===== config.mk =====
export PLATFORM = sky130hd
export DESIGN_NAME = store_write_buffer_flat
export DESIGN_NICKNAME = d
export VERILOG_FILES = /design/src/rtl/store_write_buffer_if.sv /design/src/rtl/store_write_buffer.sv /design/src/flat_wrapper.sv
export SDC_FILE = /design/constraint.sdc
export NUM_CORES = 1
export LEC_CHECK = 0
export BUFFER_PORTS_ARGS = -buffer_cell sky130_fd_sc_hd__buf_2
export CORE_AREA = 10 10 189 191
export CTS_CLUSTER_SIZE = 12
export DETAILED_ROUTE_END_ITERATION = 8
export DIE_AREA = 0 0 199 201
export PLACE_DENSITY_LB_ADDON = 0.08
export SYNTH_ARGS = -nofsm -noshare
export SYNTH_HDL_FRONTEND = slang
export SYNTH_SLANG_ARGS = --single-unit

===== constraint.sdc =====
create_clock -name clk -period 31.4 [get_ports clk]
set_input_delay 4.71 -clock clk [delete_from_list [all_inputs] [get_ports clk]]
set_output_delay 4.71 -clock clk [all_outputs]
set_load 0.1 [all_outputs]

===== src/rtl/store_write_buffer_if.sv =====
// Store-side, load-probe and memory-write signals of the store write buffer.
// The buffer connects as slave; the core / memory environment connects as master.
interface store_write_buffer_if;
  logic        st_valid;
  logic [2:0]  st_func3;
  logic [31:0] st_addr;
  logic [31:0] st_data;
  logic        st_ready;
  logic        st_error;
  logic        ld_check_valid;
  logic [31:0] ld_addr;
  logic        ld_hazard;
  logic        mem_write;
  logic [31:0] mem_addr;
  logic [31:0] mem_writedata;
  logic [3:0]  mem_byteen;
  logic        mem_busywait;
  logic        empty;
  logic [3:0]  count;

  modport master (
    output st_valid, st_func3, st_addr, st_data, ld_check_valid, ld_addr, mem_busywait,
    input  st_ready, st_error, ld_hazard, mem_write, mem_addr, mem_writedata, mem_byteen,
           empty, count
  );

  modport slave (
    input  st_valid, st_func3, st_addr, st_data, ld_check_valid, ld_addr, mem_busywait,
    output st_ready, st_error, ld_hazard, mem_write, mem_addr, mem_writedata, mem_byteen,
           empty, count
  );
endinterface


===== src/rtl/store_write_buffer.sv =====
// FIFO of lane-positioned stores drained to data memory one write at a time,
// with a word-granular load hazard probe over every held entry.
module store_write_buffer #(
  parameter int DEPTH = 4
) (
  input logic clk,
  input logic rst,
  store_write_buffer_if.slave bus
);
  localparam int PW = $clog2(DEPTH);
  localparam logic [3:0] DEPTH_C = 4'(DEPTH);

  typedef enum logic {IDLE, WRITE} state_t;

  state_t      state;
  logic [29:0] ent_addr [DEPTH];
  logic [31:0] ent_data [DEPTH];
  logic [3:0]  ent_be   [DEPTH];
  logic [DEPTH-1:0] valid;
  logic [PW-1:0] wr_ptr, rd_ptr, rd_next;
  logic [3:0]  count;
  logic        legal, push, pop, reject, hazard, ready;
  logic [4:0]  shamt;
  logic [31:0] fmt_data;
  logic [3:0]  fmt_be;
  logic        mem_write_q, st_error_q;
  logic [31:0] mem_addr_q, mem_wdata_q;
  logic [3:0]  mem_be_q;

  // Legality check and lane placement of the offered store.
  always_comb begin
    shamt    = {bus.st_addr[1:0], 3'b000};
    legal    = 1'b0;
    fmt_data = '0;
    fmt_be   = '0;
    case (bus.st_func3)
      3'b000: begin
        legal    = 1'b1;
        fmt_data = {24'd0, bus.st_data[7:0]} << shamt;
        fmt_be   = 4'b0001 << bus.st_addr[1:0];
      end
      3'b001: begin
        legal    = ~bus.st_addr[0];
        fmt_data = {16'd0, bus.st_data[15:0]} << shamt;
        fmt_be   = 4'b0011 << bus.st_addr[1:0];
      end
      3'b010: begin
        legal    = (bus.st_addr[1:0] == 2'b00);
        fmt_data = bus.st_data;
        fmt_be   = 4'b1111;
      end
      default: ;
    endcase
  end

  assign ready   = (count < DEPTH_C);
  assign push    = bus.st_valid & ready & legal;
  assign reject  = bus.st_valid & ready & ~legal;
  assign pop     = (state == WRITE) & ~bus.mem_busywait;
  assign rd_next = rd_ptr + PW'(1);

  // Entry storage; push and pop never address the same slot since push needs a free slot.
  always_ff @(posedge clk or posedge rst) begin
    if (rst) begin
      wr_ptr <= '0;
      rd_ptr <= '0;
      count  <= '0;
      valid  <= '0;
      for (int i = 0; i < DEPTH; i++) begin
        ent_addr[i] <= '0;
        ent_data[i] <= '0;
        ent_be[i]   <= '0;
      end
    end else begin
      if (push) begin
        ent_addr[wr_ptr] <= bus.st_addr[31:2];
        ent_data[wr_ptr] <= fmt_data;
        ent_be[wr_ptr]   <= fmt_be;
        valid[wr_ptr]    <= 1'b1;
        wr_ptr           <= wr_ptr + PW'(1);
      end
      if (pop) begin
        valid[rd_ptr] <= 1'b0;
        rd_ptr        <= rd_next;
      end
      count <= count + {3'b000, push} - {3'b000, pop};
    end
  end

  // Drain FSM; a lone remaining entry pushed on the completion edge is taken straight from the input.
  always_ff @(posedge clk or posedge rst) begin
    if (rst) begin
      state       <= IDLE;
      mem_write_q <= 1'b0;
      mem_addr_q  <= '0;
      mem_wdata_q <= '0;
      mem_be_q    <= '0;
      st_error_q  <= 1'b0;
    end else begin
      st_error_q <= reject;
      case (state)
        IDLE: begin
          if (count != 4'd0) begin
            state       <= WRITE;
            mem_write_q <= 1'b1;
            mem_addr_q  <= {ent_addr[rd_ptr], 2'b00};
            mem_wdata_q <= ent_data[rd_ptr];
            mem_be_q    <= ent_be[rd_ptr];
          end
        end
        WRITE: begin
          if (!bus.mem_busywait) begin
            if (count > 4'd1) begin
              mem_addr_q  <= {ent_addr[rd_next], 2'b00};
              mem_wdata_q <= ent_data[rd_next];
              mem_be_q    <= ent_be[rd_next];
            end else if (push) begin
              mem_addr_q  <= {bus.st_addr[31:2], 2'b00};
              mem_wdata_q <= fmt_data;
              mem_be_q    <= fmt_be;
            end else begin
              state       <= IDLE;
              mem_write_q <= 1'b0;
              mem_addr_q  <= '0;
              mem_wdata_q <= '0;
              mem_be_q    <= '0;
            end
          end
        end
        default: state <= IDLE;
      endcase
    end
  end

  always_comb begin
    hazard = 1'b0;
    for (int i = 0; i < DEPTH; i++) begin
      if (valid[i] && (ent_addr[i] == bus.ld_addr[31:2])) hazard = 1'b1;
    end
  end

  assign bus.ld_hazard     = bus.ld_check_valid & hazard;
  assign bus.st_ready      = ready;
  assign bus.st_error      = st_error_q;
  assign bus.mem_write     = mem_write_q;
  assign bus.mem_addr      = mem_addr_q;
  assign bus.mem_writedata = mem_wdata_q;
  assign bus.mem_byteen    = mem_be_q;
  assign bus.count         = count;
  assign bus.empty         = (count == 4'd0);
endmodule


===== src/flat_wrapper.sv =====
// flat-port wrapper written by rule: the top's interface ports become plain ports
module store_write_buffer_flat 
#(
  parameter int DEPTH = 4
)
  (clk, rst, bus_st_valid, bus_st_func3, bus_st_addr, bus_st_data, bus_ld_check_valid, bus_ld_addr, bus_mem_busywait, bus_st_ready, bus_st_error, bus_ld_hazard, bus_mem_write, bus_mem_addr, bus_mem_writedata, bus_mem_byteen, bus_empty, bus_count);
  store_write_buffer_if bus_i ();
  input logic clk;
  input logic rst;
  input wire logic [$bits(bus_i.st_valid)-1:0] bus_st_valid;
  input wire logic [$bits(bus_i.st_func3)-1:0] bus_st_func3;
  input wire logic [$bits(bus_i.st_addr)-1:0] bus_st_addr;
  input wire logic [$bits(bus_i.st_data)-1:0] bus_st_data;
  input wire logic [$bits(bus_i.ld_check_valid)-1:0] bus_ld_check_valid;
  input wire logic [$bits(bus_i.ld_addr)-1:0] bus_ld_addr;
  input wire logic [$bits(bus_i.mem_busywait)-1:0] bus_mem_busywait;
  output wire logic [$bits(bus_i.st_ready)-1:0] bus_st_ready;
  output wire logic [$bits(bus_i.st_error)-1:0] bus_st_error;
  output wire logic [$bits(bus_i.ld_hazard)-1:0] bus_ld_hazard;
  output wire logic [$bits(bus_i.mem_write)-1:0] bus_mem_write;
  output wire logic [$bits(bus_i.mem_addr)-1:0] bus_mem_addr;
  output wire logic [$bits(bus_i.mem_writedata)-1:0] bus_mem_writedata;
  output wire logic [$bits(bus_i.mem_byteen)-1:0] bus_mem_byteen;
  output wire logic [$bits(bus_i.empty)-1:0] bus_empty;
  output wire logic [$bits(bus_i.count)-1:0] bus_count;
  assign bus_i.st_valid = bus_st_valid;
  assign bus_i.st_func3 = bus_st_func3;
  assign bus_i.st_addr = bus_st_addr;
  assign bus_i.st_data = bus_st_data;
  assign bus_i.ld_check_valid = bus_ld_check_valid;
  assign bus_i.ld_addr = bus_ld_addr;
  assign bus_i.mem_busywait = bus_mem_busywait;
  assign bus_st_ready = bus_i.st_ready;
  assign bus_st_error = bus_i.st_error;
  assign bus_ld_hazard = bus_i.ld_hazard;
  assign bus_mem_write = bus_i.mem_write;
  assign bus_mem_addr = bus_i.mem_addr;
  assign bus_mem_writedata = bus_i.mem_writedata;
  assign bus_mem_byteen = bus_i.mem_byteen;
  assign bus_empty = bus_i.empty;
  assign bus_count = bus_i.count;
  store_write_buffer #(.DEPTH(DEPTH)) u_core (.clk(clk), .rst(rst), .bus(bus_i));
endmodule

==> results.yml, run 1 <==
sta:
  period_share_pct: 36.9
  finalHoldViolCount: 0
  skew_ns: 0.0108
  rsz0062_at_grt: "no"
  max_slew.worst_pin.slew_ns: 1.13
  fmax_mhz: 86.2
  finalCriticalPeriod_ns: 11.60
  setup_violations: 0
  setup_tns_ns: 0
  slew_headroom_pct: 24.3
  maxSlewViolCount: 0
worst_setup_path:
  cp.required_ns: 26.69
  worstSetupEndpointType: "primary output"
  crit_slowest_cell: "nor4_1"
  path_cells: "buf_2, xnor2_1, nand4_1, nor4_1, nand4_1, a41oi_1, buf_2"
  rrSetupSlack_ns: 27.67
  crit_start: "bus_ld_addr[22]"
  path_class: "in2out"
  crit_buf_inv: 2
  start_kind: "input pin"
  rr_startpoint: "u_core.rd_ptr[0]$_DFFE_PP0N_"
  critical-path-top-delay-family: "simple AND/OR/NAND/NOR gates"
  cp.arrival_ns: 6.89
  crit_path_max_incr_delay_ns: 0.60
  r2r_cells: 6
  timing.rr.end: "u_core.bus.mem_addr[26]$_DFFE_PP0P_"
  worstSetupPathDepth: 7
  crit_fanout: 4
  worstSetupEndpoint: "bus_ld_hazard"
route:
  antenna_left: 0
  avgRoutedWirePerCell_um: 25.6
  drtIter0Drc: 1096
  drt-vias-per-instance: 6.51
  totalWireLength_mm: 56.0
  drc_errors: 0
  vias: 14200
  drt-pass1-iter-count: 5
synth:
  synth_top_family_by_area: "multiplexers"
  synth_cells: 1656
  synth_compound_area_share_pct: 12.7
  synthAdderAreaFrac_pct: 0.970
  synthMuxAreaShare_pct: 22.9
  syn_avg_cell_area_sq_um: 11.4
  synth-xor-area-share_pct: 5.81
  syn-cell-area_sq_um: 18800
  synthFlopType: "dfrtp_1"
  synth_edf_count: 0
  yosys_register_bits: 345
  yosys.area_share.simple_pct: 8.02
  synth_cell_type_count: 46
  ys_seq_area_share_pct: 45.8
  ys_warn_count: 0
  async_flop_share_pct: 100
floorplan:
  initial_core_util_pct: 58.8
  chipWidth_um: 199
  core_area_sq_um: 32000
  die_area_sq_um: 40000
  rows: 66
  ios: 181
  fp.dieH_um: 201
grt:
  grt_antenna_before_repair: 4
  grt_usage_pct: 27.8
  grt_max_degree: 142
  use_met2_pct: 45.0
  grt_pass1_wl_mm: 86.5
  grt_pass1_vias: 14700
  grt_use_met1_pct: 35.5
  grt.overflow.total: 0
  gr-usage-met3_pct: 4.96
  top_usage_layer: "met2"
clock_tree:
  htree_levels: 2
  cts_hold_buf: 0
  clkSinkCount: 345
  cts_tree: "built"
  cts_setup_buffers: 0
  clkTransAtPathRegs_ns: 0.06
  insertion_delay_ns: 0.53
  root_buffer: "clkbuf_16"
  cts_buffer_depth: 3
  ctsResizeCount: 0
  cts_buffers: 40
status:
  outcome: "complete, no violations"
worst_hold_path:
  min_path_type: "reg2reg"
power_and_ir_drop:
  power_leakage_nw: 9.38
  ir_drop_uv: 78.4
  p_per_area_nw_per_um2: 108
  p_total_mw: 2.28
placed_design:
  gp_congestion: 0.889
  place.port_buffers: 176
  hpwl_mm: 34.3
finish:
  nNetsFinal: 1863
  syn2layout_area_growth_pct: 12.5
  mostFrequentLayoutCells: "342 x dfrtp_1, 251 x o21ai_0, 230 x nand2_1"
  final_common_cell: "dfrtp_1"
  drive_gt1_share_pct: 30.0
run:
  cap_viol_max_count: 0
-- synthesized netlist by cell type (2+ instances only) --
cell / n / share of area, %
nor2b_1: 2 / 0.066
or3_1: 2 / 0.066
inv_1: 16 / 0.32
buf_1: 6 / 0.12
o21ai_0: 251 / 6.7
a22o_1: 16 / 0.74
nor3_1: 18 / 0.48
buf_6: 4 / 0.24
a21o_1: 3 / 0.12
nand4_1: 24 / 0.80
mux2_2: 120 / 7.2
o21ai_1: 5 / 0.13
nand2b_1: 2 / 0.066
nand3b_1: 8 / 0.32
dfrtp_1: 345 / 46
nor2_1: 33 / 0.66
nor4_1: 16 / 0.53
xnor2_1: 80 / 3.7
buf_2: 19 / 0.50
buf_4: 10 / 0.40
ha_1: 13 / 0.86
a21boi_0: 8 / 0.32
clkbuf_1: 108 / 2.2
a21oi_1: 53 / 1.4
or3b_2: 2 / 0.093
o211a_1: 11 / 0.58
a22oi_1: 16 / 0.64
nand2_1: 235 / 4.7
mux4_2: 132 / 16
o21a_1: 8 / 0.32
a221oi_1: 31 / 1.4
xor2_1: 45 / 2.1
-- logic make-up (layout without fill, tap and decap cells) --
kind of cell / after synthesis / in the layout
xor gates and xnor gates: 125 / 125
AOI/OAI and AO/OA: 407 / 407
DFF: 345 / 345
muxes: 252 / 252
other: 1 / 6
buffers and inverters: 164 / 282
and+or+nand+nor: 348 / 348
adders and majority gates: 14 / 14
-- worst min path at each step --
stage                                               end                                startpoint  slack (ns)  cells past startpoint
2_1_floorplan              u_core.ent_be[7]$_DFFE_PP0P_              u_core.ent_be[7]$_DFFE_PP0P_        0.46                      2
3_3_place_gp        u_core.bus.mem_addr[23]$_DFFE_PP0P_       u_core.bus.mem_addr[23]$_DFFE_PP0P_        0.46                      2
3_5_place_dp   u_core.bus.mem_writedata[29]$_DFFE_PP0P_  u_core.bus.mem_writedata[29]$_DFFE_PP0P_        0.47                      2
4_1_cts        u_core.bus.mem_writedata[29]$_DFFE_PP0P_  u_core.bus.mem_writedata[29]$_DFFE_PP0P_        0.48                      2
5_1_grt             u_core.bus.mem_addr[12]$_DFFE_PP0P_       u_core.bus.mem_addr[12]$_DFFE_PP0P_        0.50                      2
6_report       u_core.bus.mem_writedata[29]$_DFFE_PP0P_  u_core.bus.mem_writedata[29]$_DFFE_PP0P_        0.47                      2
-- cell type report --
cell class / instances / area, sq um
well taps: 408 / 510
repair buffers: 193 / 1020
clock buffers: 59 / 1220
multi-input cells: 1148 / 9570
inverters: 17 / 71.3
diodes: 4 / 10.0
clock inverters: 13 / 143
fillers: 2497 / 10900
flip-flops and latches: 345 / 8640
-- state kept, by name (all words and copies together), names as in the netlist --
signal / flops
u_core.ent_data: 128
u_core.bus.mem_byteen: 4
u_core.rd_ptr: 2
u_core.valid: 4
u_core.state: 1
u_core.bus.mem_write: 1
u_core.ent_addr: 120
u_core.wr_ptr: 2
u_core.bus.st_error: 1
u_core.ent_be: 16
u_core.bus.mem_addr: 30
u_core.bus.mem_writedata: 32
u_core.bus.count: 4
-- layer usage --
metal / vias to the layer above / part of all wire, %
met5: - / 0
met4: 0 / 4.2
met3: 126 / 6.9
met2: 574 / 49
met1: 7289 / 40
li1: 6238 / -
-- per-stage QoR --
stage	cell area (sq um)	hold WS (ns)	utilization [%]	worst slack (ns)	std cells
2_1_floorplan	18800	0.461	-	17.12	1657
3_3_place_gp	19800	0.460	61.8	19.82	2111
3_5_place_dp	19800	0.465	61.8	19.89	2111
4_1_cts	21200	0.478	66.1	19.87	2183
5_1_grt	21200	0.504	66.1	19.86	2187
6_report	21200	0.470	66.1	19.80	2187
-- power by group --
group / internal, mW / switching, mW
Combinational: 0.390 / 0.683
Clock: 0.294 / 0.189
Sequential: 0.581 / 0.142
Total: 1.26 / 1.01
-- worst min-delay path, cell delays in order, from the launching register on --
cell and delay (ns):
dfrtp_1 0.33, nand2_1 0.04, o21ai_0 0.06
No activity file was read; power rests on OpenSTA's default activity.
==> run 2, diff against run 1 <==
CORE_AREA = 10 10 198 200   (was 10 10 189 191)
DIE_AREA = 0 0 208 210   (was 0 0 199 201)
clock period = 10.45 ns   (was 31.4 ns; I/O delays follow)
==> results.yml, run 2 (synthesis results as in run 1) <==
placed_design:
  place.port_buffers: 176
  postPlaceCellArea_sq_um: 19900
  gp_congestion: 0.888
  hpwl_mm: 35.6
finish:
  design_area_sq_um: 21300
  regMostFlops: "u_core.ent_data"
  drive_gt1_share_pct: 30.0
  mostFrequentLayoutCells: "342 x dfrtp_1, 251 x o21ai_0, 230 x nand2_1"
  largest_register_ffs: 128
  syn2layout_area_growth_pct: 12.8
  nNetsFinal: 1868
  final_common_cell: "dfrtp_1"
floorplan:
  initial_core_util_pct: 53.5
  rows: 69
  core_area_sq_um: 35200
  chipWidth_um: 208
  fp.dieH_um: 210
  die_area_sq_um: 43700
  ios: 181
power_and_ir_drop:
  power_frac_clock_pct: 21.0
  combinationalPowerShare_pct: 46.9
  ir_drop_uv: 493
  p_per_area_nw_per_um2: 322
  switching_share_pct: 44.7
  switchingPower_mw: 3.06
  p_seq_share_pct: 32.1
  internal_power_mw: 3.78
  power_leakage_nw: 9.38
route:
  antenna_left: 0
  drt-pass1-iter-count: 7
  totalWireLength_mm: 57.5
  avgRoutedWirePerCell_um: 25.6
  drt-vias-per-instance: 6.33
  vias: 14200
  drtIter0Drc: 1313
  drc_errors: 0
sta:
  skew_ns: 0.0105
  period_share_pct: 51.8
  setup_violations: 0
  hold_slack_ns: 0.478
  slew_headroom_pct: 21.4
  rsz0062_at_grt: "no"
  maxSlewViolCount: 0
  setup_tns_ns: 0
  finalHoldViolCount: 0
  finalCriticalPeriod_ns: 5.41
  fmax_mhz: 185
  max_slew.worst_pin.slew_ns: 1.17
clock_tree:
  root_buffer: "clkbuf_16"
  cts_buffer_depth: 3
  clkSinkCount: 345
  cts_tree: "built"
  insertion_delay_ns: 0.55
  cts_hold_buf: 0
  clkTransAtPathRegs_ns: 0.06
  cts_setup_buffers: 0
  ctsResizeCount: 0
  cts_buffers: 41
  htree_levels: 2
worst_hold_path:
  holdPathStages: 2
  min_path_type: "reg2reg"
worst_setup_path:
  cp.arrival_ns: 3.84
  worstSetupEndpointType: "primary output"
  start_kind: "input pin"
  cp.required_ns: 8.88
  r2r_cells: 6
  crit_fanout: 4
  path_class: "in2out"
run:
  cap_viol_max_count: 0
grt:
  grt_pass1_vias: 14500
  grt_max_degree: 85
  grt_pass1_wl_mm: 89.3
  grt_antenna_before_repair: 6
  grt.overflow.total: 0
  grt_usage_pct: 25.9
status:
  outcome: "complete, no violations"
## run 2: power groups by stage
stage               clock [mW]  combinational (mW)  sequential (mW)
floorplan                    0                1.81             2.79
global placement             0                3.18             2.18
detailed placement           0                3.21             2.21
CTS                       1.46                3.22             2.19
global route              1.51                3.42             2.25
finish                    1.44                3.21             2.20
## run 2: worst paths after layout
| check | startpoint | to | slack, ns |
|---|---|---|---|
| hold / removal | u_core.bus.mem_addr[24]$_DFFE_PP0P_ | u_core.bus.mem_addr[24]$_DFFE_PP0P_ | 0.48 |
| hold reg to reg | u_core.bus.mem_addr[24]$_DFFE_PP0P_ | u_core.bus.mem_addr[24]$_DFFE_PP0P_ | 0.48 |
| min in group asynchronous | rst | u_core.ent_addr[5]$_DFFE_PP0P_ | 1.08 |
| setup / recovery | bus_ld_addr[27] | bus_ld_hazard | 5.04 |
| setup reg to reg | u_core.rd_ptr[0]$_DFFE_PP0N_ | u_core.bus.mem_addr[13]$_DFFE_PP0P_ | 6.64 |
| max in group asynchronous | rst | u_core.rd_ptr[0]$_DFFE_PP0N_ | 7.21 |
## run 2: layout make-up
cell class | count | area (sq um)
Antenna cell | 2 | 5.00
Clock buffer | 61 | 1230
Clock inverter | 13 | 124
Fill cell | 2986 | 14000
Inverter | 17 | 67.6
Multi-Input combinational cell | 1148 | 9570
Sequential cell | 345 | 8640
Tap cell | 461 | 577
Timing Repair Buffer | 197 | 1040
## run 2: stage by stage
stage,cells,utilization (%),power [mW],setup slack [ns]
3_3_place_gp,2168,56.5,5.35,5.11
3_5_place_dp,2168,56.5,5.41,5.14
4_1_cts,2242,60.3,6.86,5.12
5_1_grt,2244,60.3,7.18,5.01
6_report,2244,60.3,6.84,5.04
2_1_floorplan,1657,-,4.59,4.27
## run 2: metal layers
layer / GRT usage [%] / vias up / part of all wire (%)
met3: 5.34 / 96 / 8.0
met2: 40.3 / 542 / 47
met1: 36.3 / 7332 / 43
met5: 0 / - / 0.057
li1: - / 6235 / -
met4: 7.22 / 6 / 2.2
## run 2: worst max-delay path, cell delays in order
cell,delay [ns]
buf_2,0.14
xnor2_1,0.41
nand4_1,0.25
nor4_1,0.52
nand4_1,0.15
a41oi_1,0.31
buf_2,0.48
==> run 3, diff against run 2 <==
ABC_AREA = 1   (was unset)
CORE_AREA = 10 10 197 199   (was 10 10 198 200)
DIE_AREA = 0 0 207 209   (was 0 0 208 210)
clock period = 5.2 ns   (was 10.45 ns; I/O delays follow)
==> results.yml, run 3 <==
route:
  drtIter0Drc: 2254
  drt-vias-per-instance: 5.86
  vias: 20800
  drc_errors: 0
  totalWireLength_mm: 72.5
  drt-pass1-iter-count: 9
  antenna_left: 0
  avgRoutedWirePerCell_um: 20.4
synth:
  syn-cell-area_sq_um: 20600
  syn_avg_cell_area_sq_um: 6.84
  yosys_register_bits: 345
  synth_cells: 3014
  ys_seq_area_share_pct: 41.9
  synthTopCellsByCount: "931 x nand2_1, 545 x o21ai_0, 345 x dfrtp_1"
  synth_edf_count: 0
  yosysMostFrequentCell: "nand2_1"
  synthFlopType: "dfrtp_1"
  synth_area_leaders: "dfrtp_1 42%, nand2_1 17%, o21ai_0 13%"
  synth_cell_type_count: 36
  async_flop_share_pct: 100
  ys_warn_count: 0
  yosysTopAreaCell: "dfrtp_1"
  yosysTopAreaCellShare_pct: 41.9
finish:
  n_fill_cell: 3189
  mostFrequentLayoutCells: "930 x nand2_1, 545 x o21ai_0, 342 x dfrtp_1"
  post-route-util_pct: 65.2
  seqCellArea_sq_um: 8640
  final_common_cell: "nand2_1"
  regMostFlops: "u_core.ent_data"
  largest_register_ffs: 128
  nNetsFinal: 3184
  multiInputGateArea_sq_um: 9810
  drive_gt1_share_pct: 9.43
  syn2layout_area_growth_pct: 10.8
worst_setup_path:
  path_cells: "clkinv_2, ha_4, inv_2, buf_4, a21oi_1, o21ai_0, nand3_1, nand3_1, nand3_1, nand2_1"
  path_class: "reg2reg"
  crit_path_max_incr_delay_ns: 0.67
  crit_slowest_cell: "ha_4"
  rrSetupSlack_ns: 1.57
  worstSetupEndpointType: "flop"
  cp.arrival_ns: 4.12
  rr_startpoint: "u_core.rd_ptr[0]$_DFFE_PP0N_"
  crit_top_cell: "nand3_1"
  timing.rr.end: "u_core.bus.mem_byteen[3]$_DFFE_PP0P_"
  r2r_cells: 10
  start_kind: "flop"
  crit_fanout: 60
  cp.required_ns: 5.69
sta:
  setup_violations: 0
  fmax_mhz: 276
  max_slew.worst_pin.slew_ns: 1.22
  skew_ns: 0.0191
  slew_headroom_pct: 18.3
  setup_tns_ns: 0
  period_share_pct: 69.8
  setup_slack_ns: 1.57
  rsz0062_at_grt: "no"
  finalCriticalPeriod_ns: 3.63
  maxSlewViolCount: 0
  finalHoldViolCount: 0
floorplan:
  core_area_sq_um: 35100
  die_area_sq_um: 43300
  initial_core_util_pct: 58.8
  rows: 69
  ios: 181
  chipWidth_um: 207
  fp.dieH_um: 209
clock_tree:
  clkSinkCount: 345
  cts_setup_buffers: 0
  cts_hold_buf: 0
  insertion_delay_ns: 0.56
  cts_tree: "built"
  cts_buffers: 41
  htree_levels: 2
  root_buffer: "clkbuf_16"
  ctsResizeCount: 0
  cts_buffer_depth: 3
  clkTransAtPathRegs_ns: 0.06
placed_design:
  dp_slack_ns: 1.64
  hpwl_mm: 45.9
  place.port_buffers: 176
  gp_congestion: 1.01
run:
  cap_viol_max_count: 0
worst_hold_path:
  min_path_type: "in2async"
power_and_ir_drop:
  ir_drop_uv: 652
  power_leakage_nw: 11.3
  p_per_area_nw_per_um2: 745
grt:
  grt_pass1_wl_mm: 112
  grt_pass1_vias: 19900
  grt_max_degree: 316
  grt_antenna_before_repair: 2
  grt_usage_pct: 32.4
  grt.overflow.total: 0
status:
  outcome: "complete, no violations"
==> run 3: cell types whose count changed in the layout (fill, tap and decap cells not counted), sizes merged, moves of 48 or more <==
cell / before / now
a21oi: 54 / 225
o21ai: 256 / 596
nand2: 236 / 936
nor2: 33 / 85
mux2: 120 / 0
xnor2: 80 / 32
inv: 16 / 349
nand3: 0 / 178
mux4: 132 / 0
==> run 3: power by group <==
part	total (mW)	internal, mW	switching, mW
logic	9.64	2.53	7.11
registers	4.47	3.71	0.762
clock network	2.91	1.72	1.19
==> run 3: logic make-up (layout without fill, tap and decap cells) <==
group	Yosys count	count (layout)	share of synthesized area, %
simple gates	1221	1221	23.8
compound gates	851	851	21.0
buf+inv	543	623	10.8
flops	345	345	41.9
xor+xnor	39	39	1.66
fa+ha+maj	14	14	0.886
other cells	1	4	0.0182
==> run 3: stage by stage <==
stage	area [sq um]	hold slack [ns]	cells	power (mW)
after floorplan	20600	0.453	3015	11.5
after detailed placement	21500	0.460	3484	13.9
final	22800	0.330	3558	17.0
after CTS	22800	0.345	3556	16.9
after global routing	22800	0.381	3558	18.2
after global placement	21500	0.457	3484	13.7
==> run 3: how the worst max path moves through the flow <==
stage,start,slack (ns),depth (start not counted),end
finish,u_core.rd_ptr[0]$_DFFE_PP0N_,1.57,10,u_core.bus.mem_byteen[3]$_DFFE_PP0P_
global placement,bus_st_func3[2],1.68,9,u_core.ent_addr[77]$_DFFE_PP0P_
floorplan,rst,-0.20,1,u_core.bus.count[0]$_DFF_PP0_
global route,u_core.rd_ptr[0]$_DFFE_PP0N_,1.33,8,u_core.bus.mem_writedata[2]$_DFFE_PP0P_
CTS,u_core.rd_ptr[0]$_DFFE_PP0N_,1.68,8,u_core.bus.mem_writedata[2]$_DFFE_PP0P_
detailed placement,bus_st_func3[1],1.64,11,u_core.ent_data[93]$_DFFE_PP0P_
==> run 3: metal layers <==
metal | vias to the layer above | global-route usage [%] | share of wire, %
met5 | - | 0 | 0
met4 | 0 | 19.2 | 5.8
met3 | 208 | 4.79 | 8.7
met2 | 1092 | 52.5 | 46
met1 | 9729 | 40.4 | 39
li1 | 9805 | - | -
==> run 3: area by class of cell <==
class,count,share of cell area (%)
Antenna cell,2,0.0219
Multi-Input combinational cell,2127,42.9
Inverter,349,5.78
Sequential cell,345,37.8
Timing Repair Buffer,202,5.04
Clock buffer,58,5.12
Clock inverter,14,0.750
Tap cell,461,2.52
==> run 3: worst max-delay path, delay by kind of cell (launching register included) <==
kind	cells	cell delay, ns
buffers and inverters	3	1.67
AOI/OAI and AO/OA	2	0.21
adders and majority gates	1	0.67
DFF	1	0.41
and+or+nand+nor	4	0.55
